--- config.mk ---
export PLATFORM = sky130hd
export DESIGN_NAME = izh_param_loader
export DESIGN_NICKNAME = d
export VERILOG_FILES = /design/src/rtl/izh_param_loader.sv
export SDC_FILE = /design/constraint.sdc
export NUM_CORES = 1
export LEC_CHECK = 0
export CAP_MARGIN = 20
export CORE_ASPECT_RATIO = 2
export CORE_MARGIN = 2
export CORE_UTILIZATION = 49
export CTS_CLUSTER_DIAMETER = 80
export DETAILED_ROUTE_END_ITERATION = 16
export GPL_ROUTABILITY_DRIVEN = 0
export PLACE_DENSITY = 0.81
export SLEW_MARGIN = 20
export SYNTH_ARGS = -nofsm -noshare
export SYNTH_HDL_FRONTEND = slang
export SYNTH_SLANG_ARGS = --single-unit
--- constraint.sdc ---
create_clock -name clk -period 1.95 [get_ports clk]
set_clock_uncertainty 0.2 [all_clocks]
set_input_delay 0.195 -clock clk [delete_from_list [all_inputs] [get_ports clk]]
set_output_delay 0.195 -clock clk [all_outputs]
set_load 0.05 [all_outputs]
--- src/rtl/izh_param_loader.sv ---
// Byte-serial parameter loader for the Izhikevich core. It selects one of four presets or
// streams a custom a/b/c/d set, then commits all four words at once from a staging buffer.
module izh_param_loader #(
    parameter int RESET_PRESET   = 0,
    parameter bit AUTO_READY     = 1'b1,
    parameter int TIMEOUT_CYCLES = 255
) (
    input  logic        clk,
    input  logic        reset,
    input  logic        load_valid,
    input  logic [7:0]  load_data,
    output logic        load_ready,
    output logic [15:0] param_a,
    output logic [15:0] param_b,
    output logic [15:0] param_c,
    output logic [15:0] param_d,
    output logic        params_ready,
    output logic        commit_pulse,
    output logic        busy,
    output logic        error
);

    typedef enum logic [1:0] {
        IDLE   = 2'd0,
        RECV   = 2'd1,
        COMMIT = 2'd2
    } state_t;

    localparam logic [7:0] TMO_LAST = 8'(TIMEOUT_CYCLES - 1);

    // Firing-pattern presets packed as {a, b, c, d}: RS, IB, CH, FS.
    function automatic logic [63:0] preset(input logic [1:0] idx);
        case (idx)
            2'd0:    preset = 64'h0005_0033_BF00_0800;
            2'd1:    preset = 64'h0005_0033_C900_0400;
            2'd2:    preset = 64'h0005_0033_CE00_0200;
            default: preset = 64'h001A_0033_BF00_0200;
        endcase
    endfunction

    state_t      state, next_state;
    logic [63:0] staging;
    logic [2:0]  byte_cnt;
    logic [7:0]  tmo_cnt;
    logic        xfer;
    logic        hdr_preset;
    logic        hdr_custom;

    assign xfer       = load_valid && load_ready;
    assign hdr_preset = (load_data[7:2] == 6'b1010_00);
    assign hdr_custom = (load_data == 8'hC0);

    // NOTE: sequential state uses non-blocking assignments so every register samples
    // pre-edge values, independent of the order of always blocks.
    always_ff @(posedge clk) begin
        if (reset) state <= IDLE;
        else       state <= next_state;
    end

    // NOTE: each combinational output gets a default first so no path infers a latch.
    always_comb begin
        next_state = state;
        case (state)
            IDLE: begin
                if (xfer && hdr_preset)      next_state = COMMIT;
                else if (xfer && hdr_custom) next_state = RECV;
            end
            RECV: begin
                if (xfer && byte_cnt == 3'd7) next_state = COMMIT;
                else if (!xfer && tmo_cnt == TMO_LAST) next_state = IDLE;
            end
            COMMIT:  next_state = IDLE;
            default: next_state = IDLE;
        endcase
    end

    always_comb begin
        load_ready = 1'b1;
        busy       = 1'b0;
        case (state)
            RECV:    busy = 1'b1;
            COMMIT:  load_ready = 1'b0;
            default: ;
        endcase
    end

    always_ff @(posedge clk) begin
        if (reset) begin
            staging      <= '0;
            byte_cnt     <= '0;
            tmo_cnt      <= '0;
            {param_a, param_b, param_c, param_d} <= preset(2'(RESET_PRESET));
            params_ready <= AUTO_READY;
            commit_pulse <= 1'b0;
            error        <= 1'b0;
        end else begin
            commit_pulse <= 1'b0;
            case (state)
                IDLE: begin
                    if (xfer) begin
                        if (hdr_preset) begin
                            staging <= preset(load_data[1:0]);
                            error   <= 1'b0;
                        end else if (hdr_custom) begin
                            byte_cnt <= '0;
                            tmo_cnt  <= '0;
                            error    <= 1'b0;
                        end else begin
                            error <= 1'b1;
                        end
                    end
                end
                RECV: begin
                    // Payload shifts in MSB first, so after eight bytes a_hi sits on top.
                    if (xfer) begin
                        staging  <= {staging[55:0], load_data};
                        byte_cnt <= byte_cnt + 3'd1;
                        tmo_cnt  <= '0;
                    end else if (tmo_cnt == TMO_LAST) begin
                        staging  <= '0;
                        byte_cnt <= '0;
                        tmo_cnt  <= '0;
                        error    <= 1'b1;
                    end else begin
                        tmo_cnt <= tmo_cnt + 8'd1;
                    end
                end
                COMMIT: begin
                    {param_a, param_b, param_c, param_d} <= staging;
                    params_ready <= 1'b1;
                    commit_pulse <= 1'b1;
                end
                default: ;
            endcase
        end
    end

endmodule

==> metrics, run 1 <==
sequential cell area=0.00287 mm²; maximum level of the CTS H-tree=4; Routed Antenna Nets=0; setup TNS after final layout=0 ns; clk slew on worst S/H paths=0.06 ns; worst hold stages=3; initial DRC count=335; Clock Sinks=143; Filler cells=888; number of global-route vias before repair=4,935; Mapped Cells=617; CTS tree=built; EDFF count, synth=0; Yosys reg bits=143; fraction of layout instances using a drive strength above 1=0.188; Placed Cells=837; FF-to-FF path depth=8; worst hold margin=-0.0252 ns; core area=0.0109 mm²; Area Overhead vs Synth=34.4%; Setup Viol. Count Final=0; min-delay worst type=input port to flop; wire length of the first global-routing pass=24.1 mm; failing checks=negative hold slack; RSZ-0062 raised after global routing=true; Row Count=54; status=complete, but fails checks; critical path class=flop to flop; prevailing post-synth register cell=dfxtp_1; 1st-pass router iterations=5; antenna violations before repair=0; Max-Cap Viols=0; slew of the pin with the lowest slew margin=0.517 ns; min Tclk post-route=1.93 ns; DRC errors left=0; largest net degree at the start of global routing=62; critical path startpoint category=flop; Leak Pwr=3.10 nW; vias post-DR=4,901; clk buf depth=2; Worst Setup End Kind=flop; Syn Nets=638; post-synthesis sequential area ratio=0.520; ys async rst share=0; Final nets=746; max-slew violation count=0; initial core utilization=0.503; fmax=519 MHz; Netlist cell types=48; Max-slew headroom=0.657; clock root buffer=clkbuf_16; IO Pins=80; Finished Layout Cells=878; HPWL Detailed=10.3 mm; Critical Path RT=2.11 ns; grt ovf=0; P per Cell Area=850 mW/mm²; diode count=0; vias per cell=5.58; Die X=79.0 µm; yosys warns=0; total CTS buffers=17; die area=0.0122 mm²; crit-path max FO=14; Avg Cell Area, Syn=8.92 µm²; area of the multi-input gates=0.00247 mm²; Mapped Area=0.00551 mm²; final wirelength=14.7 mm; Die Y=154 µm; Arr. time, crit path=2.09 ns; Final Hold Fails=1; Global Route Usage Sum=0.255; # port buffers=78; maximum VDD drop=648 µV; Routed WL per cell=16.7 µm; Clk Latency, worst-skew pair=0.42 ns; period utilization=0.989
## cell type report
class                           instances  area share
Clock buffer                           19      0.0599
Clock inverter                         13      0.0173
Inverter                               21      0.0110
Multi-Input combinational cell        407       0.334
Sequential cell                       143       0.387
Tap cell                              140      0.0237
Timing Repair Buffer                  135       0.167
## cell families (layout without fill, tap and decap cells)
family | count (synthesis) | after routing | synth area share
AND/OR/NAND/NOR | 210 | 210 | 0.170
AO/OA/AOI/OAI | 184 | 185 | 0.235
flip-flops | 143 | 143 | 0.520
buffers and inverters | 68 | 188 | 0.0493
adder cells (fa/ha/maj) | 10 | 10 | 0.0227
other | 1 | 1 | 0.000681
XOR/XNOR | 1 | 1 | 0.00159
## report_power, final
part / internal [mW] / switching [mW] / total [mW]
Sequential: 2.93 / 0.00574 / 2.93
Clock: 1.81 / 1.29 / 3.10
Combinational: 0.108 / 0.144 / 0.252
Total: 4.85 / 1.44 / 6.29
## placed cells by master, fill, tap and decap left out, types with 6 or more instances in the layout
cell type	instances
nand2_1	146
inv_1	18
buf_4	68
nor2_1	9
dfxtp_1	141
a21oi_1	77
nand3_1	11
clkbuf_16	18
dlygate4sd2_1	38
a2111oi_2	7
a32o_1	6
o211ai_1	9
a211oi_1	9
nor2b_1	8
a22o_1	45
o21ai_0	8
nand2b_1	13
clkdlybuf4s50_1	8
ha_1	9
buf_12	7
## timing repair
item	CTS	global route
hold buffers	1	0
endpoints found under the hold margin	2	0
pin swaps	4	7
setup buffers	3	2
gates cloned	2	1
resized for setup	57	15
setup endpoints to repair	101	56
## sequential cells by signal, indices dropped and copies added (netlist names)
| register | cells |
|---|---|
| state | 2 |
| staging | 64 |
| commit_pulse | 1 |
| error | 1 |
| param_c | 16 |
| tmo_cnt | 8 |
| param_a | 16 |
| param_d | 16 |
| byte_cnt | 3 |
| param_b | 16 |
## metal layers
layer  up-vias  GRT usage  part of all wire
met5         -          0                 0
met4         0      0.172             0.063
met3        60     0.0505             0.039
met2       148      0.455              0.54
met1      2319      0.260              0.36
li1       2374          -                 -
## critical path: stages, from the launching register on
cell      delay [ns]
dfxtp_2         0.33
inv_2           0.05
ha_4            0.15
and3_4          0.18
a21o_4          0.22
a211oi_4        0.29
buf_4           0.17
buf_6           0.15
a22o_1          0.14
## Yosys cell counts, types with 4 or more instances
cell type  number  area, µm²
a2111oi_0       5       43.8
a2111oi_2       4       60.1
a211oi_1        9       67.6
a21oi_1        78        390
a22o_1         45        394
a32o_1          6       60.1
buf_1           4       15.0
buf_2           4       20.0
clkbuf_1       37        139
dfxtp_1       143       2860
ha_1           10        125
inv_1          19       71.3
nand2_1       146        548
nand2b_1       13       81.3
nand3_1        11       55.1
nor2_1          9       33.8
nor2b_1         9       56.3
o211ai_1        9       67.6
o21ai_0         9       45.0
or3_1           5       31.3
## per-stage QoR
step / cell area (µm²) / worst slack (ns) / utilization / power (mW)
4_1_cts: 7320 / 0.000266 / 0.669 / 6.30
2_1_floorplan: 5520 / -0.0186 / - / 3.12
3_5_place_dp: 6670 / -0.574 / 0.609 / 3.22
5_1_grt: 7400 / -0.0322 / 0.676 / 6.49
3_3_place_gp: 6670 / -0.415 / 0.609 / 3.21
6_report: 7400 / 0.0215 / 0.676 / 6.29
## final timing paths
path / start / to / slack, ns
setup reg to reg: tmo_cnt[0] / staging[12] / 0.02
hold reg to reg: param_b[9] / param_b[9] / 0.25
setup / recovery: tmo_cnt[0] / staging[12] / 0.02
hold / removal: load_data[4] / staging[4] / -0.03
(Power assumes the default switching activity.)
==> run 2: changes to the inputs <==
--- a/config.mk
+++ b/config.mk
@@ -5,7 +5,6 @@
 export SDC_FILE = /design/constraint.sdc
 export NUM_CORES = 1
 export LEC_CHECK = 0
-export CAP_MARGIN = 20
 export CORE_ASPECT_RATIO = 2
 export CORE_MARGIN = 2
 export CORE_UTILIZATION = 49
@@ -13,6 +12,7 @@
 export DETAILED_ROUTE_END_ITERATION = 16
 export GPL_ROUTABILITY_DRIVEN = 0
 export PLACE_DENSITY = 0.81
+export SETUP_SLACK_MARGIN = 0.15
 export SLEW_MARGIN = 20
 export SYNTH_ARGS = -nofsm -noshare
 export SYNTH_HDL_FRONTEND = slang
==> constraint.sdc (replaced) <==
create_clock -name clk -period 1.95 [get_ports clk]
set_clock_uncertainty 0.2 [all_clocks]
set_input_delay 0.2925 -clock clk [delete_from_list [all_inputs] [get_ports clk]]
set_output_delay 0.2925 -clock clk [all_outputs]
set_load 0.05 [all_outputs]
==> run 2 against run 1 <==
Net effect:
- the run ends with negative setup slack left
- sequential power barely moved
- largest cell class unchanged
- highest routed layer unchanged
- worst setup slack got worse by 0.086 ns
- combinational power grew 24%
- critical path depth decreased by 2
- sequential cell count unchanged
- total power rose by 1.6%
==> metrics, run 2 (same netlist as run 1, synthesis figures left out) <==
status=complete, but fails checks; failing checks=negative setup slack; clk slew on worst S/H paths=0.06 ns (about the same); slew of the pin with the lowest slew margin=0.567 ns (+0.0498 ns); P per Cell Area=796 mW/mm² (-6.4%); Routed Antenna Nets=0 (unchanged); critical path class=flop to flop; Routed WL per cell=20.3 µm (+21%); critical path startpoint category=flop; Final Hold Fails=0 (-1); antenna violations before repair=0 (unchanged); pre-CTS setup slack=-0.510 ns (+0.0643 ns); Final Power=6.39 mW (+1.6%); CP Depth=6 (-2); commonest non-fill, non-tap cells in the layout=nand2_1, dfxtp_1, buf_4; wire length of the first global-routing pass=27.6 mm (+15%); Setup Viol. Count Final=13 (+13); IO Pins=80 (unchanged); Core Util, Final=0.734 (+0.0580); Top reg by flops=staging; Placed Cells=851 (+1.7%); vias post-DR=5,514 (+13%); initial core utilization=0.503 (unchanged); met2 Use GR=0.522 (+0.0667); DRC errors left=0 (unchanged); period utilization=1.03 (+0.0443); CP top delay family=simple AND/OR/NAND/NOR gates; fraction of layout instances using a drive strength above 1=0.320 (+0.132); initial DRC count=380 (+13%); Die X=79.0 µm (unchanged); maximum VDD drop=721 µV (+11%); Clock Sinks=143 (unchanged); met1 usage=0.293 (+0.0331); min-delay worst type=input port to flop; die area=0.0122 mm² (unchanged); RSZ-0062 raised after global routing=true; Leak Pwr=3.24 nW (+4.5%); Final nets=779 (+4.4%); crit-path max FO=10 (-4); Arr. time, crit path=2.10 ns (about the same); maximum level of the CTS H-tree=4 (unchanged); setup TNS after final layout=-0.509 ns (-0.509 ns); Global Route Usage Sum=0.293 (+0.0383); grt ovf=0 (unchanged); fin worst setup slack=-0.0650 ns (-0.0864 ns); total CTS buffers=17 (unchanged); 1st-pass router iterations=5 (unchanged); busiest metal layer after global routing=met2; vias per cell=6.05 (+8.4%); Critical Path RT=2.03 ns (-0.08 ns); M3 GR Usage=0.0681 (+0.0176); fmax=496 MHz (-4.3%); # port buffers=78 (unchanged); crit path cell chain=and4_2 > buf_4 > nand3_1 > buf_12 > a21oi_1 > a2111oi_4; worst hold stages=3 (unchanged); Area Overhead vs Synth=45.9%; Row Count=54 (unchanged); diode count=0 (unchanged); HPWL Detailed=10.4 mm (+0.64%); Max-slew headroom=0.622 (-0.0345); Critical Path Slowest Stage Cell=dfxtp_1; number of flip-flops under the largest register name=64 (unchanged); number of global-route vias before repair=5,439 (+10%); min Tclk post-route=2.01 ns (+0.0864 ns); Max-Cap Viols=0 (unchanged); Die Y=154 µm (unchanged); Worst Setup End Kind=flop; FF-to-FF path depth=6 (-2); final wirelength=18.5 mm (+26%); clk buf depth=2 (unchanged); max-slew violation count=0 (unchanged); largest net degree at the start of global routing=58 (-6.5%); Finished Layout Cells=911 (+3.8%); core area=0.0109 mm² (unchanged); leading cell type in the layout, fill and taps excluded=nand2_1; CP Buf/Inv Count=2 (-1); max incr delay on CP=0.39 ns (+0.06 ns); CTS tree=built; Clk Latency, worst-skew pair=0.42 ns (about the same); clock root buffer=clkbuf_16
-- run 2: cell types whose count changed in the layout (fill, tap and decap cells not counted), moves of 6 or more --
cell and change:
buf_4 +54, dlygate4sd2_1 -36, a2111oi_4 +9, buf_6 +9, clkdlybuf4s50_1 -8, a2111oi_2 -7, a211oi_1 -7, o21ai_0 -6
-- run 2: power by group --
| part | switching [mW] | total, mW | internal [mW] |
|---|---|---|---|
| clock | 1.33 | 3.14 | 1.81 |
| sequential | 0.00676 | 2.93 | 2.93 |
| combinational | 0.179 | 0.312 | 0.133 |
-- run 2: worst reg2reg max path, cell delays in order, from the launching register on --
cell and delay [ns]:
dfxtp_1 0.39, and4_2 0.31, buf_4 0.20, nand3_1 0.16
buf_12 0.19, a21oi_1 0.32, a2111oi_4 0.12
-- run 2: worst paths after layout --
check                             startpoint           to  slack, ns
worst max register to register    tmo_cnt[4]  staging[50]      -0.06
worst min-delay path            load_data[4]   staging[4]       0.05
worst max-delay path              tmo_cnt[4]  staging[50]      -0.06
worst min register to register    param_c[1]   param_c[1]       0.25
-- run 2: metrics by stage --
stage | hold slack [ns] | cell area [µm²]
6_report | 0.0453 | 8030
3_5_place_dp | 0.247 | 6760
5_1_grt | 0.0320 | 8030
3_3_place_gp | 0.246 | 6760
2_1_floorplan | 0.225 | 5630
4_1_cts | 0.0345 | 7830
-- run 2: cell type report --
class,count,area [µm²]
sequential,143,2870
timing repair buffer,168,1570
fill,735,2910
multi-input combinational,407,2750
clock buffer,19,443
clock inverter,13,128
tap,140,175
inverter,21,88.8
-- run 2: timing repair --
item	CTS	global route
endpoints found under the setup margin	80	79
setup buffers	18	4
resized for setup	82	31
endpoints found under the hold margin	3	0
pin swaps	19	19
hold buffers	2	0
gates cloned	3	1
-- run 2: routing by layer --
layer  share of wire  up-vias
met2            0.55      342
met5               0        -
met3           0.063       94
met1            0.33     2640
li1                -     2438
met4           0.062        0
==> patch (flow settings as in run 2) <==
Encoding of `state_t`: now one-hot (3 bits for 3 states).
--- a/src/rtl/izh_param_loader.sv
+++ b/src/rtl/izh_param_loader.sv
@@ -21,8 +21,8 @@
 );
 
-    typedef enum logic [1:0] {
-        IDLE   = 2'd0,
-        RECV   = 2'd1,
-        COMMIT = 2'd2
+    typedef enum logic [2:0] {
+        IDLE   = 3'b001,
+        RECV   = 3'b010,
+        COMMIT = 3'b100
     } state_t;
 
Behaviour: no difference found for any inputs over 4 cycles, from zero or initial values and one cycle with reset high; so few cycles prove little.
==> patch against run 2 <==
  * The flow still finishes with violations (negative setup slack)
  * Global-route usage down 1.9 points
  * Power fell by 0.65%
  * Sequential share of layout area up 0.28 points
  * Cell area fell by 0.20%
  * Wire length rose by 2.7%
  * Combinational power up 11%
  * Worst setup slack got worse by 0.11 ns
  * Count of clock-buffer cells in the layout shrank 1
  * Sequential cell count rose by 1
  * Utilization decreased by 1.9 points
  * Synthesized area up 1.0%
==> patch: results (changes against run 2) <==
The detailed-routing iteration count for the pre-antenna-repair pass came out at 7 (+2). The setup TNS after final layout came out at -5.77 ns (-5.26 ns). The clock transition at the registers of the reported paths is 0.06 ns (about the same). The number of levels the H-tree was split into was 4 (unchanged).

The total leakage power is 3.24 nW (-0.11%). The number of global-route vias before repair is 5212 (-4.2%). By count the netlist is led by 144 x dfxtp_1, 138 x nand2_1, 61 x a21oi_1, 44 x a22o_1, 32 x clkbuf_1. The fraction of synthesized cell area in xor and xnor cells is 0% (-0.16 points). The count of unique library cells instantiated by Yosys came out at 46 (-4.2%). The share of synthesized cell area in full adder, half adder and majority cells is 2.25% (-0.023 points). The detailed-route wire length came to 19.0 mm (+2.7%).

The count of hold-fix buffers inserted at cts is 1 (-1). The quantity of gates resized following cts came out at 45 (-45%). The number of buffers added for setup after CTS came out at 12 (-6).

The checks that failed: negative setup slack. The proportion of synthesized chip area in sequential cells is 51.8% (-0.15 points). The fraction of synthesized area in multiplexers is 1.01% (+1.0 points).

In this run the critical register-to-register path is captured at staging[18]. The initial detailed-routing violation count is 705 (+86%). The final layout net count is 771 (-1.0%).

The final critical delay including setup and external delays came out at 2.12 ns (+0.108 ns). The setup-violating endpoint count in the final report is 66 (+53). The complex-gate fraction of the synthesized area is 19.8% (-3.7 points).

The worst setup timing slack at the placement stage came to -0.526 ns (-0.0160 ns). The worst path setup slack after routing came out at -0.173 ns (-0.108 ns). The fill cell total of the finished layout is 729 (-0.82%). After synthesis, the cell types taking the most area are dfxtp_1 52%, nand2_1 9.3%, a22o_1 6.9%.

The share of cells above drive strength 1 came to 31.3% (-0.76 points). The worst reg2reg path depth is 7 (+1). The total half-perimeter wirelength after legalization and detailed placement is 10.0 mm (-3.8%). The routed via count divided by cell count came out at 6.19 (+2.3%). The flow ran to the end, but the final reports show violations.

The peak supply drop came out at 914 uV (+27%). The maximum number of pins on one net before global-route repair is 65 (+12%). In this run the worst setup path begins at state[1]. The number of antenna violations at the first check in global routing came out at 0 (unchanged).

The synthesized netlist net count came out at 636 (-0.31%). The maximum fanout encountered on the critical timing path is 8 (-2). The clock insertion delay at the later pin of the skew report is 0.42 ns (about the same). The global-route wire length before repair came to 26.0 mm (-5.7%). The total global routing track utilization was 27.5% (-1.9 points).
patch: worst min path at each step:
stage	slack [ns]	startpoint	to	cells after the start
after global placement	0.25	param_b[9]	param_b[9]	2
after detailed placement	0.25	param_a[6]	param_a[6]	2
after CTS	0.11	load_data[2]	staging[2]	3
final	0.08	load_data[2]	staging[2]	3
after global routing	0.10	load_data[2]	staging[2]	3
after floorplan	0.22	load_data[0]	staging[0]	1
patch: cells by family after synthesis:
| logic type | count (synthesis) |
|---|---|
| buf+inv | 61 |
| other cells | 1 |
| simple gates | 235 |
| mux | 5 |
| fa+ha+maj | 10 |
| flops | 144 |
| compound gates | 159 |
patch: final cells by class:
cell class	instances	area share (%)
inverters	8	0.406
flip-flops and latches	144	36.0
repair buffers	169	21.3
clock buffers	18	5.35
multi-input cells	410	33.3
clock inverters	12	1.40
well taps	142	2.22
patch: power by group:
group	internal [mW]	leakage [nW]	switching [mW]
clock network	1.74	0.262	1.29
registers	2.95	1.16	0.0118
logic	0.157	1.82	0.190
total	4.85	3.24	1.49
patch: critical path, stage by stage (launching register included):
cell	delay, ns
dfxtp_2	0.34
or3b_4	0.43
o31ai_4	0.19
buf_6	0.14
a31oi_4	0.16
buf_12	0.19
buf_16	0.14
a22o_1	0.22
patch: per-stage QoR:
stage / cells / utilization [%] / instance area [sq um] / power, mW
after floorplan: 615 / - / 5620 / 3.17
after global placement: 835 / 59.2 / 6640 / 3.26
after detailed placement: 835 / 59.2 / 6640 / 3.26
after CTS: 884 / 67.8 / 7600 / 6.29
after global routing: 903 / 71.5 / 8020 / 6.50
final: 903 / 71.5 / 8020 / 6.35
patch: routing by layer:
metal  wire length (um)  global-route usage [%]
met5                  0                       0
met4               1220                    16.7
met3               1240                    5.48
met2              10200                    49.8
met1               6270                    28.1
